$ cat src/rtl/md_ctrl.sv
// HI/LO multiply/divide scheduler: drives an external pipelined multiplier and runs an internal restoring divider.
// Optional compile-time macro MD_EARLY_EXIT_EN: finish a divide early when |divisor| > |dividend|.
module md_ctrl #(
  parameter int unsigned MUL_LAT = 2
) (
  input  logic        clk,
  input  logic        reset,
  input  logic        de_mult_en,
  input  logic        de_div_en,
  input  logic        de_is_signed,
  input  logic [31:0] de_MD_src1,
  input  logic [31:0] de_MD_src2,
  input  logic        de_md_read,
  input  logic        flush,
  output logic        mul_start,
  output logic [31:0] mul_a,
  output logic [31:0] mul_b,
  output logic        mul_signed,
  input  logic [63:0] mul_result,
  output logic        md_busy,
  output logic        md_stall,
  output logic        wb_MD_complete,
  output logic [63:0] wb_MD_result
);

  localparam int unsigned DIV_STEPS = 32;
  localparam int unsigned CNT_MAX   = (MUL_LAT > DIV_STEPS) ? MUL_LAT : DIV_STEPS;
  localparam int unsigned CNT_W     = $clog2(CNT_MAX + 1);

  typedef enum logic [2:0] {IDLE, MUL, DIV, SIGN, DONE} state_t;

  state_t           state;
  state_t           state_next;
  logic [CNT_W-1:0] cnt;
  logic [31:0]      rem;
  logic [31:0]      quo;
  logic [31:0]      dvs;
  logic             s1;
  logic             s2;
  logic             dvz;
  logic             early;

  logic             accept_mul;
  logic             accept_div;
  logic [31:0]      mag1;
  logic [31:0]      mag2;
  logic             early_hit;
  logic [32:0]      rem_sh;
  logic             ge;
  logic [31:0]      rem_next;
  logic [31:0]      quo_next;
  logic [31:0]      quo_fix;
  logic [31:0]      rem_fix;
  logic [31:0]      hi_early;

  // Acceptance only in IDLE; mult wins when both requests are present.
  assign accept_mul = (state == IDLE) && !flush && de_mult_en;
  assign accept_div = (state == IDLE) && !flush && !de_mult_en && de_div_en;

  assign mag1 = (de_is_signed && de_MD_src1[31]) ? 32'(-de_MD_src1) : de_MD_src1;
  assign mag2 = (de_is_signed && de_MD_src2[31]) ? 32'(-de_MD_src2) : de_MD_src2;

`ifdef MD_EARLY_EXIT_EN
  assign early_hit = (mag2 != 32'd0) && (mag2 > mag1);
`else
  assign early_hit = 1'b0;
`endif

  // One restoring step: shift the next dividend bit into the remainder and try to subtract.
  assign rem_sh   = {rem, quo[31]};
  assign ge       = rem_sh >= {1'b0, dvs};
  assign rem_next = ge ? 32'(rem_sh - {1'b0, dvs}) : rem_sh[31:0];
  assign quo_next = {quo[30:0], ge};

  // Divide-by-zero leaves |src1| in the remainder, so only the quotient needs forcing.
  assign quo_fix  = dvz ? 32'hFFFF_FFFF : ((s1 ^ s2) ? 32'(-quo) : quo);
  assign rem_fix  = s1 ? 32'(-rem) : rem;
  assign hi_early = s1 ? 32'(-quo) : quo;

  always_ff @(posedge clk) begin
    if (reset) state <= IDLE;
    else       state <= state_next;
  end

  always_comb begin
    state_next = state;
    case (state)
      IDLE: begin
        if (accept_mul)      state_next = MUL;
        else if (accept_div) state_next = DIV;
      end
      MUL: begin
        if (flush)             state_next = IDLE;
        else if (cnt == '0)    state_next = DONE;
      end
      DIV: begin
        if (flush)                      state_next = IDLE;
        else if (early)                 state_next = DONE;
        else if (cnt == CNT_W'(1))      state_next = SIGN;
      end
      SIGN:    state_next = flush ? IDLE : DONE;
      DONE:    state_next = IDLE;
      default: state_next = IDLE;
    endcase
  end

  always_comb begin
    md_busy  = 1'b0;
    md_stall = 1'b0;
    md_busy  = (state != IDLE);
    md_stall = md_busy & (de_md_read | de_mult_en | de_div_en);
  end

  // Datapath: operand capture, divider iteration and result write-back.
  always_ff @(posedge clk) begin
    if (reset) begin
      cnt            <= '0;
      rem            <= '0;
      quo            <= '0;
      dvs            <= '0;
      s1             <= 1'b0;
      s2             <= 1'b0;
      dvz            <= 1'b0;
      early          <= 1'b0;
      mul_start      <= 1'b0;
      mul_a          <= '0;
      mul_b          <= '0;
      mul_signed     <= 1'b0;
      wb_MD_complete <= 1'b0;
      wb_MD_result   <= '0;
    end else begin
      mul_start      <= 1'b0;
      wb_MD_complete <= (state_next == DONE);
      case (state)
        IDLE: begin
          if (accept_mul) begin
            mul_a      <= de_MD_src1;
            mul_b      <= de_MD_src2;
            mul_signed <= de_is_signed;
            mul_start  <= 1'b1;
            cnt        <= CNT_W'(MUL_LAT);
          end else if (accept_div) begin
            s1    <= de_is_signed & de_MD_src1[31];
            s2    <= de_is_signed & de_MD_src2[31];
            quo   <= mag1;
            dvs   <= mag2;
            rem   <= '0;
            dvz   <= (de_MD_src2 == 32'd0);
            early <= early_hit;
            cnt   <= CNT_W'(DIV_STEPS);
          end
        end
        MUL: begin
          cnt <= cnt - CNT_W'(1);
          if (cnt == '0 && !flush) wb_MD_result <= mul_result;
        end
        DIV: begin
          if (!early) begin
            rem <= rem_next;
            quo <= quo_next;
            cnt <= cnt - CNT_W'(1);
          end else if (!flush) begin
            wb_MD_result <= {hi_early, 32'd0};
          end
        end
        SIGN: begin
          if (!flush) wb_MD_result <= {rem_fix, quo_fix};
        end
        default: ;
      endcase
    end
  end

endmodule

$ cat config.mk
export PLATFORM = sky130hd
export DESIGN_NAME = md_ctrl
export DESIGN_NICKNAME = d
export VERILOG_FILES = /design/src/rtl/md_ctrl.sv
export SDC_FILE = /design/constraint.sdc
export NUM_CORES = 1
export LEC_CHECK = 0
export CAP_MARGIN = 20
export CORE_UTILIZATION = 35
export CTS_CLUSTER_SIZE = 10
export DETAILED_ROUTE_END_ITERATION = 8
export PLACE_DENSITY = 0.64
export SETUP_SLACK_MARGIN = 0.1
export SLEW_MARGIN = 10
export SYNTH_ARGS = -nofsm -noshare
export SYNTH_HDL_FRONTEND = slang
export SYNTH_SLANG_ARGS = --single-unit
$ cat constraint.sdc
create_clock -name clk -period 4.05 [get_ports clk]
set_input_delay 0.81 -clock clk [delete_from_list [all_inputs] [get_ports clk]]
set_output_delay 0.81 -clock clk [all_outputs]
set_load 0.05 [all_outputs]
[Word level (Yosys, flattened, before mapping)]
Index checks and enable logic that the tools add are counted.
Storage, ports and cells
  bits in registers: 239
  input bits: 135
  logic and storage cells: 91
Cells by class
  add/sub/neg operators: 6
  order comparisons: 1
  eq/ne operators: 11
  muxes and demuxes: 27
  bitwise gates (word level): 9
  reductions and logical operators: 23
Operator list (count)
  32-bit 2-to-1 mux: 10
  64-bit 2-to-1 mux: 2
  32-bit negator: 4
  32-bit one-hot mux with 2 select lines: 2
  64-bit one-hot mux with 2 select lines: 1
  33-bit by 32-bit >= comparator with 1-bit output: 1
  32-bit logical NOT: 1
  32-bit subtractor: 1
  3-bit 2-to-1 mux: 7
  6-bit 2-to-1 mux: 2
  3-bit one-hot mux with 4 select lines: 1
  6-bit one-hot mux with 2 select lines: 1
  2-bit inequality test (second input constant): 5
  3-bit nonzero test: 3
  1-bit logical AND: 7
  3-bit by 2-bit equality test with 1-bit output (second input constant): 2
  6-bit by 1-bit equality test with 1-bit output (second input constant): 1
  6-bit logical NOT: 1
  3-bit AND reduction: 2
  6-bit by 1-bit subtractor with 6-bit output (second input constant): 1
  5-bit AND reduction: 1
  2-bit AND reduction: 2
  2-bit OR reduction: 2
  1-bit AND: 3
  other kinds (10): 14

[Logic depth before layout (Yosys ltp)]
  depth in word-level cells: 8
  depth in mapped cells: 13
  gate-level depth less buffers: 12

[Worst setup path before layout]
OpenSTA, ideal clock, no wires.
  path kind: input-to-reg
  start point: input port de_MD_src1[0]
  end point: register quo[29]
  setup time: 115 ps
  arrival: 2713 ps
  data required time: 3935 ps
  path slack: 1223 ps
  cell stages on the path: 8
  path buffers: 0
  cells stage by stage: or4_1 nor4_2 and2_1 and3_1 and3_1 a21oi_1 xnor2_1 a2111oi_0
On the way
  word-level cells in the longest chain between the ends: 5
Ends and longest elaborated chain
  start: declaration: line 11  | input logic [31:0] de_MD_src1,
  32-bit negator: line 60  | assign mag1 = (de_is_signed && de_MD_src1[31]) ? 32'(-de_MD_src1) : de_MD_src1;
  32-bit 2-to-1 mux: line 60
  32-bit 2-to-1 mux: line 142  | end else if (accept_div) begin
  32-bit 2-to-1 mux: line 136  | if (accept_mul) begin
  32-bit one-hot mux with 2 select lines: line 134  | case (state)
  end signal: assignment: line 145  | quo <= mag1;
  end signal: assignment: line 160  | quo <= quo_next;
  end: declaration: line 36  | logic [31:0] quo;
No other way between the ends. The select of a mux whose other input is x is not followed.
A chain may end at the register's enable or synchronous reset.

[Worst setup path in the final report]
  start point: register quo[31]
  end point: register rem[30]
On the way
  word-level cells in the longest chain between the ends: 3
  elaborated cells on any way between the ends: 4
  those cells by class: add/sub (1); order compare (1); mux (2)
Ends and longest elaborated chain
  32-bit subtractor or 33-bit by 32-bit >= comparator with 1-bit output (tied branches): line 72, 71
  32-bit 2-to-1 mux (*): line 72  | assign rem_next = ge ? 32'(rem_sh - {1'b0, dvs}) : rem_sh[31:0];
  32-bit one-hot mux with 2 select lines (*): line 134
  end signal: assignment: line 159  | rem <= rem_next;
  end: declaration: line 35  | logic [31:0] rem;
Mark *: on every way between the ends. The rest lies on a longest branch, timed or not.

==> impl_metrics.toml <==
[clocking]
cts_setup_buffers = 0
path_clk_slew_ns = 0.06
cts_tree = "done"
cts_hold_buf = 0
cts.sinks = 239
ctsLongestPathBuffers = 3
cts_buffers = 29
clock_latency_ns = 0.57
htree_levels = 1
cts_root_buf = "clkbuf_16"
cts_resized = 0

[yosys]
ys_warn_count = 0
synth_edf_count = 0
seq_area_frac_synth = 0.345
yosys.area_share.simple = 0.217
synth_seq_cells = 239
synth-xor-area-share = 0.0871
synthMuxAreaShare = 0.0138
ys.flop_type = "dfxtp_1"
synth_fa_ha_area_frac = 0.0366
synth.distinct_cells = 75
syn_avg_cell_area_um2 = 7.70
synth_compound_area_frac = 0.244
syn_nets = 1978
synthCells = 1803
synth_area_um2 = 13900
ys_async_sr_fraction = 0
synth_top_family_by_area = "compound AO/OA/AOI/OAI gates"

[pwr]
vdd_drop_max_mv = 0.389
p_clk_frac = 0.349
p_switching_mw = 2.30
seqPwrFrac = 0.372
power.share.combinational = 0.279
switching_share = 0.330
power_density_nw_per_um2 = 394
power.leakage_nw = 6.54
p_int_mw = 4.67

[floorplan]
die_area_um2 = 40400
rows = 72
core_area_um2 = 38900
die_w_um = 201
die_y_um = 201
initial_core_util = 0.357
ios = 268

[route]
via_per_inst = 5.43
drt_first_pass_iters = 6
drt_iter0_markers = 1137
num_vias = 13700
wl_mm = 45.6
drtAntennaViolNets = 0
drc = 0
post_drt_wl_per_cell_um = 18.0

[worst_setup_path]
worst-endpoint-required_ns = 4.50
arrival_ns = 3.69
path_class = "register to register"
start_kind = "register"
end_kind = "register"
cp_max_fo = 4

[finish]
seq_area_um2 = 4780
layout-drive-gt1-share = 0.0462
syn_to_final_growth_pct = 27.6
multi_input_area_um2 = 8340
nFillCells = 3915
diodes = 0
stdcell_count = 2532
nNetsFinal = 2178

[sta]
maxSlewHeadroom = 0.265
skew_ns = 0.0177
final_max_slew_viol_count = 0
hold_violations = 0
tightest_slew_ns = 1.10
fin_crit_sh = 0.801
clock.fmax_ghz = 0.308
tns_ns = 0
setup_viol = 0
setup_slack_ns = 0.807
layout_min_cycle_time_ns = 3.24
rsz0062_at_grt = "false"

[placed_design]
place_hpwl_mm = 33.6
dp.cells = 2490
gp_congestion = 0.925
pre_cts_slack_ns = 0.427
port_buffers = 267

[grt]
grt_antenna_before_repair = 0
grt_pass1_wl_mm = 71.3
grt_max_degree = 102
grt_pass1_vias = 12800
overflow = 0
grtUsageTotal = 0.216

[status]
status = "finished clean"

[flow_run]
cap_violations = 0

[min_path]
min_path_type = "register to register"
-- final cells by class --
cell class                      count  share of cell area
Timing Repair Buffer              291               0.163
Clock inverter                      3             0.00311
Multi-Input combinational cell   1388               0.471
Inverter                           54              0.0114
Clock buffer                       39              0.0453
Tap cell                          518              0.0366
Sequential cell                   239               0.270
-- path summary, 6_finish.rpt --
path / start / end / slack (ns) / depth (start not counted)
worst max-delay path: quo[31] / rem[30] / 0.81 / 12
worst min-delay path: wb_MD_result[3] / wb_MD_result[3] / 0.45 / 2
worst max register to register: quo[31] / rem[30] / 0.81 / 12
worst min register to register: wb_MD_result[3] / wb_MD_result[3] / 0.45 / 2
-- synthesized netlist by cell type (20+ instances only) --
| cell type | instances | share of area |
|---|---|---|
| inv_1 | 54 | 0.015 |
| a211oi_1 | 52 | 0.028 |
| nor2_1 | 220 | 0.060 |
| a21oi_1 | 213 | 0.077 |
| nor3_1 | 38 | 0.014 |
| o31ai_1 | 20 | 0.011 |
| or3_1 | 22 | 0.0099 |
| dfxtp_1 | 239 | 0.34 |
| nand2_1 | 260 | 0.070 |
| o221ai_1 | 25 | 0.016 |
| a2111oi_0 | 25 | 0.016 |
| xor2_1 | 80 | 0.050 |
| xnor2_1 | 58 | 0.037 |
| clkbuf_1 | 88 | 0.024 |
| o21ai_0 | 85 | 0.031 |
| ha_1 | 39 | 0.035 |
-- power groups by stage --
stage,combinational [mW],sequential [mW],clock [mW]
finish,1.94,2.60,2.44
global route,2.11,2.61,2.61
CTS,1.94,2.59,2.53
detailed placement,1.93,2.64,0
global placement,1.92,2.64,0
floorplan,1.20,2.77,0
-- cells by family (layout without fill, tap and decap cells) --
family          count (synthesis)  count (layout)
flops                         239             239
buf+inv                       176             387
compound gates                530             530
xor+xnor                      138             138
simple gates                  661             661
mux                            19              19
fa+ha+maj                      40              40
-- state kept, by name, summed over array words and instances (netlist names), 3 cells and up --
name	count
dvs	32
wb_MD_result	64
rem	32
cnt	6
mul_b	32
state	3
mul_a	32
quo	32
-- stage by stage --
step / hold WS (ns) / power, mW / instance area, um^2 / util
2_1_floorplan: 0.432 / 3.97 / 13900 / -
3_3_place_gp: 0.441 / 4.56 / 16900 / 0.433
3_5_place_dp: 0.443 / 4.57 / 16900 / 0.433
4_1_cts: 0.452 / 7.06 / 17700 / 0.455
5_1_grt: 0.464 / 7.33 / 17700 / 0.455
6_report: 0.449 / 6.97 / 17700 / 0.455
-- placed cells by master, fill, tap and decap left out, types with 6 or more instances in the layout --
cell type / n
a2111oi_0: 25
a211oi_1: 52
a21o_1: 9
a21oi_1: 213
a311oi_1: 10
a31oi_1: 10
a32oi_1: 10
and2_1: 10
buf_4: 22
clkbuf_1: 6
clkbuf_16: 29
clkdlybuf4s50_1: 266
dfxtp_1: 239
ha_1: 39
inv_1: 54
mux2i_1: 18
nand2_1: 259
nand2b_1: 9
nand3_1: 17
nand4_1: 9
nor2_1: 219
nor2b_1: 10
nor3_1: 38
nor4_1: 18
o211ai_1: 7
o21a_1: 7
o21ai_0: 85
o21bai_1: 9
o221ai_1: 25
o31ai_1: 20
o41ai_1: 9
or3_1: 22
or4_1: 8
xnor2_1: 58
xor2_1: 80
-- per-layer routing --
metal,share of wire,GRT usage
met3,0.066,0.0332
met4,0.014,0.0417
met2,0.41,0.318
met1,0.50,0.330
met5,0,0
-- worst max-delay path, stage by stage (launching register included) --
cell	delay [ns]
dfxtp_1	0.31
inv_1	0.17
ha_1	0.20
inv_1	0.06
fa_1	0.43
a211oi_1	0.24
o21bai_1	0.17
a221oi_1	0.31
o21ai_0	0.27
a31oi_1	0.53
o21bai_1	0.19
xnor2_1	0.15
o21ai_0	0.08
No activity file was read; power rests on OpenSTA's default activity.
